### config.mk
export PLATFORM = sky130hd
export DESIGN_NAME = approx_mult_pipe_flat
export DESIGN_NICKNAME = d
export VERILOG_FILES = /design/src/rtl/approx_mult_pkg.sv /design/src/rtl/approx_mult_if.sv /design/src/rtl/approx_mult_tile.sv /design/src/rtl/approx_mult_pipe.sv /design/src/flat_wrapper.sv
export SDC_FILE = /design/constraint.sdc
export NUM_CORES = 1
export LEC_CHECK = 0
export ABC_AREA = 0
export CAP_MARGIN = 10
export CORE_MARGIN = 4
export CORE_UTILIZATION = 54
export DETAILED_ROUTE_END_ITERATION = 12
export PLACE_DENSITY = 0.82
export SLEW_MARGIN = 20
export SYNTH_ARGS = -nofsm -noshare
export SYNTH_HDL_FRONTEND = slang
export SYNTH_SLANG_ARGS = --single-unit
### constraint.sdc
create_clock -name clk -period 4.6 [get_ports clk]
set_input_delay 0.69 -clock clk [delete_from_list [all_inputs] [get_ports clk]]
set_output_delay 0.69 -clock clk [all_outputs]
set_load 0.02 [all_outputs]
### src/rtl/approx_mult_pkg.sv
// Shared definitions for the approximate tile multiplier.
// Holds the tile geometry, the constant low-bit fill used by approximate
// tiles, the tile-index helper and the tile product type.
package approx_mult_pkg;

    localparam int TILE_W = 4;
    localparam logic [2:0] APPROX_LSB_FILL = 3'b100;

    typedef logic [2*TILE_W-1:0] tile_prod_t;

    // Flat index of tile (a nibble i, b nibble j) in a T x T tile grid.
    function automatic int tile_idx(input int i, input int j, input int t);
        return i * t + j;
    endfunction

endpackage

### src/rtl/approx_mult_if.sv
// Streaming interface of the approximate multiplier.
// The master modport belongs to the operand source / result consumer side.
// The slave modport belongs to the multiplier.
interface approx_mult_if
    import approx_mult_pkg::*;
#(
    parameter int WIDTH = 8,
    parameter int ERR_W = 32
);
    localparam int T = WIDTH / TILE_W;

    logic                 in_valid;
    logic                 in_ready;
    logic [WIDTH-1:0]     a;
    logic [WIDTH-1:0]     b;
    logic [T*T-1:0]       mode;
    logic                 out_valid;
    logic                 out_ready;
    logic [2*WIDTH-1:0]   r;
    logic                 err_clr;
    logic [ERR_W-1:0]     err_acc;
    logic [ERR_W-1:0]     err_cnt;

    modport master (
        output in_valid, a, b, mode, out_ready, err_clr,
        input  in_ready, out_valid, r, err_acc, err_cnt
    );

    modport slave (
        input  in_valid, a, b, mode, out_ready, err_clr,
        output in_ready, out_valid, r, err_acc, err_cnt
    );

endinterface

### src/rtl/approx_mult_tile.sv
// Combinational 4x4 tile multiplier, exact or approximate.
// The approximate form keeps the top five bits of the exact product and
// replaces the low three with a fixed mid-point fill; a zero nibble always
// yields zero so that sparse operands stay exact.
module approx_tile_4x4
    import approx_mult_pkg::*;
(
    input  logic [TILE_W-1:0] an,
    input  logic [TILE_W-1:0] bn,
    input  logic              approx,
    output tile_prod_t        p
);

    tile_prod_t ex;

    // Exact nibble product, then optional truncation with fixed LSB fill
    always_comb begin
        ex = {{TILE_W{1'b0}}, an} * {{TILE_W{1'b0}}, bn};
        p  = ex;
        if (approx) begin
            if (an == '0 || bn == '0) begin
                p = '0;
            end else begin
                p = {ex[7:3], APPROX_LSB_FILL};
            end
        end
    end

endmodule

### src/rtl/approx_mult_pipe.sv
// Pipelined approximate unsigned multiplier, WIDTH x WIDTH -> 2*WIDTH.
// Three register stages: operands, tile products, saturated sum.
// All stages advance together whenever the output is empty or being taken.
// Optional macro APPROX_MULT_ERR_MON_EN adds an exact shadow product and
// error counters; without it err_acc/err_cnt read zero and err_clr is unused.
module approx_mult_pipe
    import approx_mult_pkg::*;
#(
    parameter int WIDTH = 8,
    parameter int ERR_W = 32
) (
    input logic          clk,
    input logic          rst,
    approx_mult_if.slave bus
);

    localparam int T  = WIDTH / TILE_W;
    localparam int NT = T * T;
    localparam int PW = 2 * WIDTH;
    localparam int SW = PW + 2;

    logic             adv;
    logic             s1_valid;
    logic             s2_valid;
    logic             s3_valid;
    logic [WIDTH-1:0] s1_a;
    logic [WIDTH-1:0] s1_b;
    logic [NT-1:0]    s1_mode;
    tile_prod_t       tile_p  [NT];
    tile_prod_t       s2_prod [NT];
    logic [SW-1:0]    sum;
    logic [PW-1:0]    sum_sat;
    logic [PW-1:0]    r_q;

    assign adv           = !s3_valid || bus.out_ready;
    assign bus.in_ready  = adv;
    assign bus.out_valid = s3_valid;
    assign bus.r         = r_q;

    for (genvar i = 0; i < T; i++) begin : g_row
        for (genvar j = 0; j < T; j++) begin : g_col
            approx_tile_4x4 u_tile (
                .an     (s1_a[TILE_W*i +: TILE_W]),
                .bn     (s1_b[TILE_W*j +: TILE_W]),
                .approx (s1_mode[tile_idx(i, j, T)]),
                .p      (tile_p[tile_idx(i, j, T)])
            );
        end
    end

    // Stage 1: capture operands and their mode mask together
    always_ff @(posedge clk or posedge rst) begin
        if (rst) begin
            s1_valid <= 1'b0;
            s1_a     <= '0;
            s1_b     <= '0;
            s1_mode  <= '0;
        end else if (adv) begin
            s1_valid <= bus.in_valid;
            s1_a     <= bus.a;
            s1_b     <= bus.b;
            s1_mode  <= bus.mode;
        end
    end

    // Stage 2: register every tile product
    always_ff @(posedge clk or posedge rst) begin
        if (rst) begin
            s2_valid <= 1'b0;
            for (int k = 0; k < NT; k++) begin
                s2_prod[k] <= '0;
            end
        end else if (adv) begin
            s2_valid <= s1_valid;
            for (int k = 0; k < NT; k++) begin
                s2_prod[k] <= tile_p[k];
            end
        end
    end

    // Shift-and-add of all tiles with two guard bits, then clamp to all-ones
    always_comb begin
        sum = '0;
        for (int i = 0; i < T; i++) begin
            for (int j = 0; j < T; j++) begin
                sum = sum + (SW'(s2_prod[tile_idx(i, j, T)]) << (TILE_W * (i + j)));
            end
        end
        sum_sat = (|sum[SW-1:PW]) ? '1 : sum[PW-1:0];
    end

    // Stage 3: result register, only reloaded by a valid transaction
    always_ff @(posedge clk or posedge rst) begin
        if (rst) begin
            s3_valid <= 1'b0;
            r_q      <= '0;
        end else if (adv) begin
            s3_valid <= s2_valid;
            if (s2_valid) begin
                r_q <= sum_sat;
            end
        end
    end

`ifdef APPROX_MULT_ERR_MON_EN
    logic [PW-1:0]    s2_exact;
    logic [PW-1:0]    s3_exact;
    logic [PW-1:0]    diff;
    logic [ERR_W:0]   acc_next;
    logic [ERR_W-1:0] acc_q;
    logic [ERR_W-1:0] cnt_q;

    assign bus.err_acc = acc_q;
    assign bus.err_cnt = cnt_q;

    // Exact shadow product travelling in step with the approximate one
    always_ff @(posedge clk or posedge rst) begin
        if (rst) begin
            s2_exact <= '0;
            s3_exact <= '0;
        end else if (adv) begin
            s2_exact <= PW'(s1_a) * PW'(s1_b);
            if (s2_valid) begin
                s3_exact <= s2_exact;
            end
        end
    end

    // Absolute error of the presented result and the widened accumulator sum
    always_comb begin
        diff     = (s3_exact >= r_q) ? (s3_exact - r_q) : (r_q - s3_exact);
        acc_next = {1'b0, acc_q} + (ERR_W+1)'(diff);
    end

    // Saturating error counters, updated per output handshake; clear has priority
    always_ff @(posedge clk or posedge rst) begin
        if (rst) begin
            acc_q <= '0;
            cnt_q <= '0;
        end else if (bus.err_clr) begin
            acc_q <= '0;
            cnt_q <= '0;
        end else if (s3_valid && bus.out_ready) begin
            acc_q <= acc_next[ERR_W] ? '1 : acc_next[ERR_W-1:0];
            if (diff != '0 && cnt_q != '1) begin
                cnt_q <= cnt_q + ERR_W'(1);
            end
        end
    end
`else
    logic unused_err_clr;

    assign unused_err_clr = bus.err_clr;
    assign bus.err_acc    = '0;
    assign bus.err_cnt    = '0;
`endif

endmodule

### src/flat_wrapper.sv
// flat-port wrapper written by rule: the top's interface ports become plain ports
module approx_mult_pipe_flat import approx_mult_pkg::*;
#(
    parameter int WIDTH = 8,
    parameter int ERR_W = 32
)
  (clk, rst, bus_in_valid, bus_a, bus_b, bus_mode, bus_out_ready, bus_err_clr, bus_in_ready, bus_out_valid, bus_r, bus_err_acc, bus_err_cnt);
  approx_mult_if #(.WIDTH(WIDTH), .ERR_W(ERR_W)) bus_i ();
  input logic clk;
  input logic rst;
  input wire logic [$bits(bus_i.in_valid)-1:0] bus_in_valid;
  input wire logic [$bits(bus_i.a)-1:0] bus_a;
  input wire logic [$bits(bus_i.b)-1:0] bus_b;
  input wire logic [$bits(bus_i.mode)-1:0] bus_mode;
  input wire logic [$bits(bus_i.out_ready)-1:0] bus_out_ready;
  input wire logic [$bits(bus_i.err_clr)-1:0] bus_err_clr;
  output wire logic [$bits(bus_i.in_ready)-1:0] bus_in_ready;
  output wire logic [$bits(bus_i.out_valid)-1:0] bus_out_valid;
  output wire logic [$bits(bus_i.r)-1:0] bus_r;
  output wire logic [$bits(bus_i.err_acc)-1:0] bus_err_acc;
  output wire logic [$bits(bus_i.err_cnt)-1:0] bus_err_cnt;
  assign bus_i.in_valid = bus_in_valid;
  assign bus_i.a = bus_a;
  assign bus_i.b = bus_b;
  assign bus_i.mode = bus_mode;
  assign bus_i.out_ready = bus_out_ready;
  assign bus_i.err_clr = bus_err_clr;
  assign bus_in_ready = bus_i.in_ready;
  assign bus_out_valid = bus_i.out_valid;
  assign bus_r = bus_i.r;
  assign bus_err_acc = bus_i.err_acc;
  assign bus_err_cnt = bus_i.err_cnt;
  approx_mult_pipe #(.WIDTH(WIDTH), .ERR_W(ERR_W)) u_core (.clk(clk), .rst(rst), .bus(bus_i));
endmodule
==> impl_metrics.env <==
export IMPL_status="finished clean"
export IMPL_slew_violations=0
export IMPL_worst_setup_path_type="flop to flop"
export IMPL_synth_edff_count=0
export IMPL_post_drt_wl_per_cell_um=13.80
export IMPL_ctsRootBufferMaster="clkbuf_8"
export IMPL_n_antenna_cell=0
export IMPL_via_per_inst=5.122
export IMPL_ant_nets=0
export IMPL_cp_required_ns=4.81
export IMPL_clk_insertion_delay_late_ns=0.36
export IMPL_core_sq_um=10370
export IMPL_numPortBuffers=41
export IMPL_synth_area_sq_um=5786
export IMPL_min_path_type="flop to flop"
export IMPL_start_kind="flop"
export IMPL_rsz0062_at_grt="false"
export IMPL_overflow=0
export IMPL_wirelength_um=11550
export IMPL_ys_warn_count=0
export IMPL_fin_skew_ns=0.01312
export IMPL_holdBufCountCts=0
export IMPL_cts_buffers=9
export IMPL_layout_nets=809
export IMPL_grt_use_total_pct=19.01
export IMPL_synth_flop_cell="dfrtp_1"
export IMPL_dpl_hpwl_um=8941
export IMPL_slew_limit_headroom_pct=48.60
export IMPL_avgSynthCellArea_sq_um=8.609
export IMPL_irDropWorstVdd_mv=0.3321
export IMPL_place_gp_congestion=0.8896
export IMPL_synth_seq_cells=71
export IMPL_end_kind="flop"
export IMPL_ys_async_sr_fraction_pct=100.0
export IMPL_reg2reg_depth=16
export IMPL_antenna_found_initial=0
export IMPL_final_hold_violation_count=0
export IMPL_cts_tree="yes"
export IMPL_htree_num_levels=3
export IMPL_start_util_pct=55.79
export IMPL_holdWs_ns=0.4697
export IMPL_die_w_um=111.5
export IMPL_synth_cell_types=40
export IMPL_dieArea_sq_um=12430
export IMPL_seq_area_frac_synth_pct=30.71
export IMPL_grt_pass1_vias=4230
export IMPL_report_final_setup_viol=0
export IMPL_crit_arrival_ns=4.17
export IMPL_whs_path_depth=2
export IMPL_timing_final_crit_share_pct=86.04
export IMPL_rows=37
export IMPL_final_cell_count_no_fill=837
export IMPL_leakage_nw=3.284
export IMPL_num_vias=4287
export IMPL_syn_to_final_growth_pct=7.829
export IMPL_worstMarginPinSlew_ns=0.7701
export IMPL_post_cts_resized=0
export IMPL_drt_initial_drc_count=239
export IMPL_dp_cells=821
export IMPL_max_freq_ghz=0.2527
export IMPL_tns_ns=0
export IMPL_clkTransAtPathRegs_ns=0.09
export IMPL_final_cell_mix="146 x nand2_1, 71 x dfrtp_1, 66 x ha_1"
export IMPL_first_pass_iters=4
export IMPL_cap_violations=0
export IMPL_grt_max_degree=47
export IMPL_drc=0
export IMPL_layout_drive_gt1_share_pct=3.281
export IMPL_powerDensity_nw_per_um2=616.1
export IMPL_cp_max_fo=12
export IMPL_ioPinCount=107
export IMPL_layout_commonest_cell="nand2_1"
export IMPL_dieHeight_um=111.5
export IMPL_min_period_ns=3.958
export IMPL_grt_pass1_wl_um=19700
export IMPL_cts_setup_buffers=0
export IMPL_cts_sinks=71
export IMPL_postSynthCellCount=672
export IMPL_cts_buffer_depth=2
[synth_stat cells (all sizes together), types with 7 or more instances]
| cell type | instances | share of area (%) |
|---|---|---|
| nand2 | 146 | 9.5 |
| buf | 72 | 8.9 |
| dfrtp | 71 | 31 |
| ha | 66 | 14 |
| inv | 56 | 3.6 |
| o21ai | 52 | 4.5 |
| and2 | 34 | 3.7 |
| clkbuf | 22 | 1.4 |
| fa | 22 | 7.6 |
| xor2 | 21 | 3.2 |
| a21oi | 20 | 1.7 |
| a21o | 13 | 1.7 |
| o22ai | 8 | 0.87 |
| a211oi | 7 | 0.99 |
| nor2 | 7 | 0.45 |
| xnor2 | 7 | 1.1 |
[metrics by stage]
| stage | utilization (%) | setup WS [ns] | power (mW) | area [sq um] |
|---|---|---|---|---|
| 2_1_floorplan | - | 1.205 | 2.753 | 6022 |
| 3_3_place_gp | 58.13 | 0.8157 | 3.160 | 6028 |
| 3_5_place_dp | 58.13 | 0.6745 | 3.285 | 6028 |
| 4_1_cts | 60.15 | 0.6465 | 3.849 | 6237 |
| 5_1_grt | 60.16 | 0.3384 | 4.203 | 6238 |
| 6_report | 60.16 | 0.6422 | 3.844 | 6238 |
[cell families (layout without fill, tap and decap cells)]
group / count (synthesis) / after routing / synth area share, %
flops: 71 / 71 / 30.71
fa+ha+maj: 88 / 88 / 21.89
simple gates: 215 / 215 / 16.74
xor+xnor: 28 / 28 / 4.239
buf+inv: 150 / 116 / 13.99
other cells: 1 / 64 / 0.06482
compound gates: 119 / 119 / 12.37
[area by class of cell]
class                           count  area [sq um]
Fill cell                         886          4131
Multi-Input combinational cell    514          3438
Sequential cell                    71          1777
Timing Repair Buffer               44         432.9
Inverter                           56         211.5
Tap cell                          136         170.2
Clock buffer                        9         123.9
Clock inverter                      7         85.08
[registers in the layout, summed over array words and instances (netlist names)]
signal,cells
u_core.bus.out_valid,1
u_core.s2_prod,32
u_core.s1_a,8
u_core.bus.r,16
u_core.s1_mode,4
u_core.s1_b,8
u_core.s1_valid,1
u_core.s2_valid,1
[power breakdown]
group          internal, mW  total (mW)  switching [mW]
Sequential            0.849        1.07           0.225
Clock                 0.262       0.539           0.278
Combinational         0.957        2.23            1.27
[critical path, stage by stage, from the launching register on]
cell	delay (ns)
dfrtp_1	0.36
ha_1	0.16
inv_1	0.05
fa_1	0.41
nor2b_1	0.14
o21ai_0	0.08
nand2b_1	0.14
nand3_1	0.11
xor2_1	0.17
fa_1	0.48
inv_1	0.04
ha_1	0.35
and3_1	0.18
nor3b_2	0.18
o31a_1	0.46
nor4_1	0.37
a21oi_1	0.11
[final timing paths]
check | start | to | slack (ns)
min in group asynchronous | rst | u_core.bus.r[3]$_DFFE_PP0P_ | 0.77
setup reg to reg | u_core.s2_prod[28]$_DFFE_PP0N_ | u_core.bus.r[13]$_DFFE_PP0P_ | 0.64
setup / recovery | u_core.s2_prod[28]$_DFFE_PP0N_ | u_core.bus.r[13]$_DFFE_PP0P_ | 0.64
hold / removal | u_core.bus.r[1]$_DFFE_PP0P_ | u_core.bus.r[1]$_DFFE_PP0P_ | 0.47
max in group asynchronous | rst | u_core.s2_prod[21]$_DFFE_PP0N_ | 3.00
hold reg to reg | u_core.bus.r[1]$_DFFE_PP0P_ | u_core.bus.r[1]$_DFFE_PP0P_ | 0.47
[layer usage]
| layer | vias up | part of all wire (%) | global-route usage (%) |
|---|---|---|---|
| li1 | 2110 | - | - |
| met1 | 2045 | 43 | 24.48 |
| met2 | 121 | 51 | 33.21 |
| met3 | 11 | 5.0 | 2.228 |
| met4 | 0 | 1.2 | 6.650 |
| met5 | - | 0 | 0 |
No activity file was read; power rests on OpenSTA's default activity.
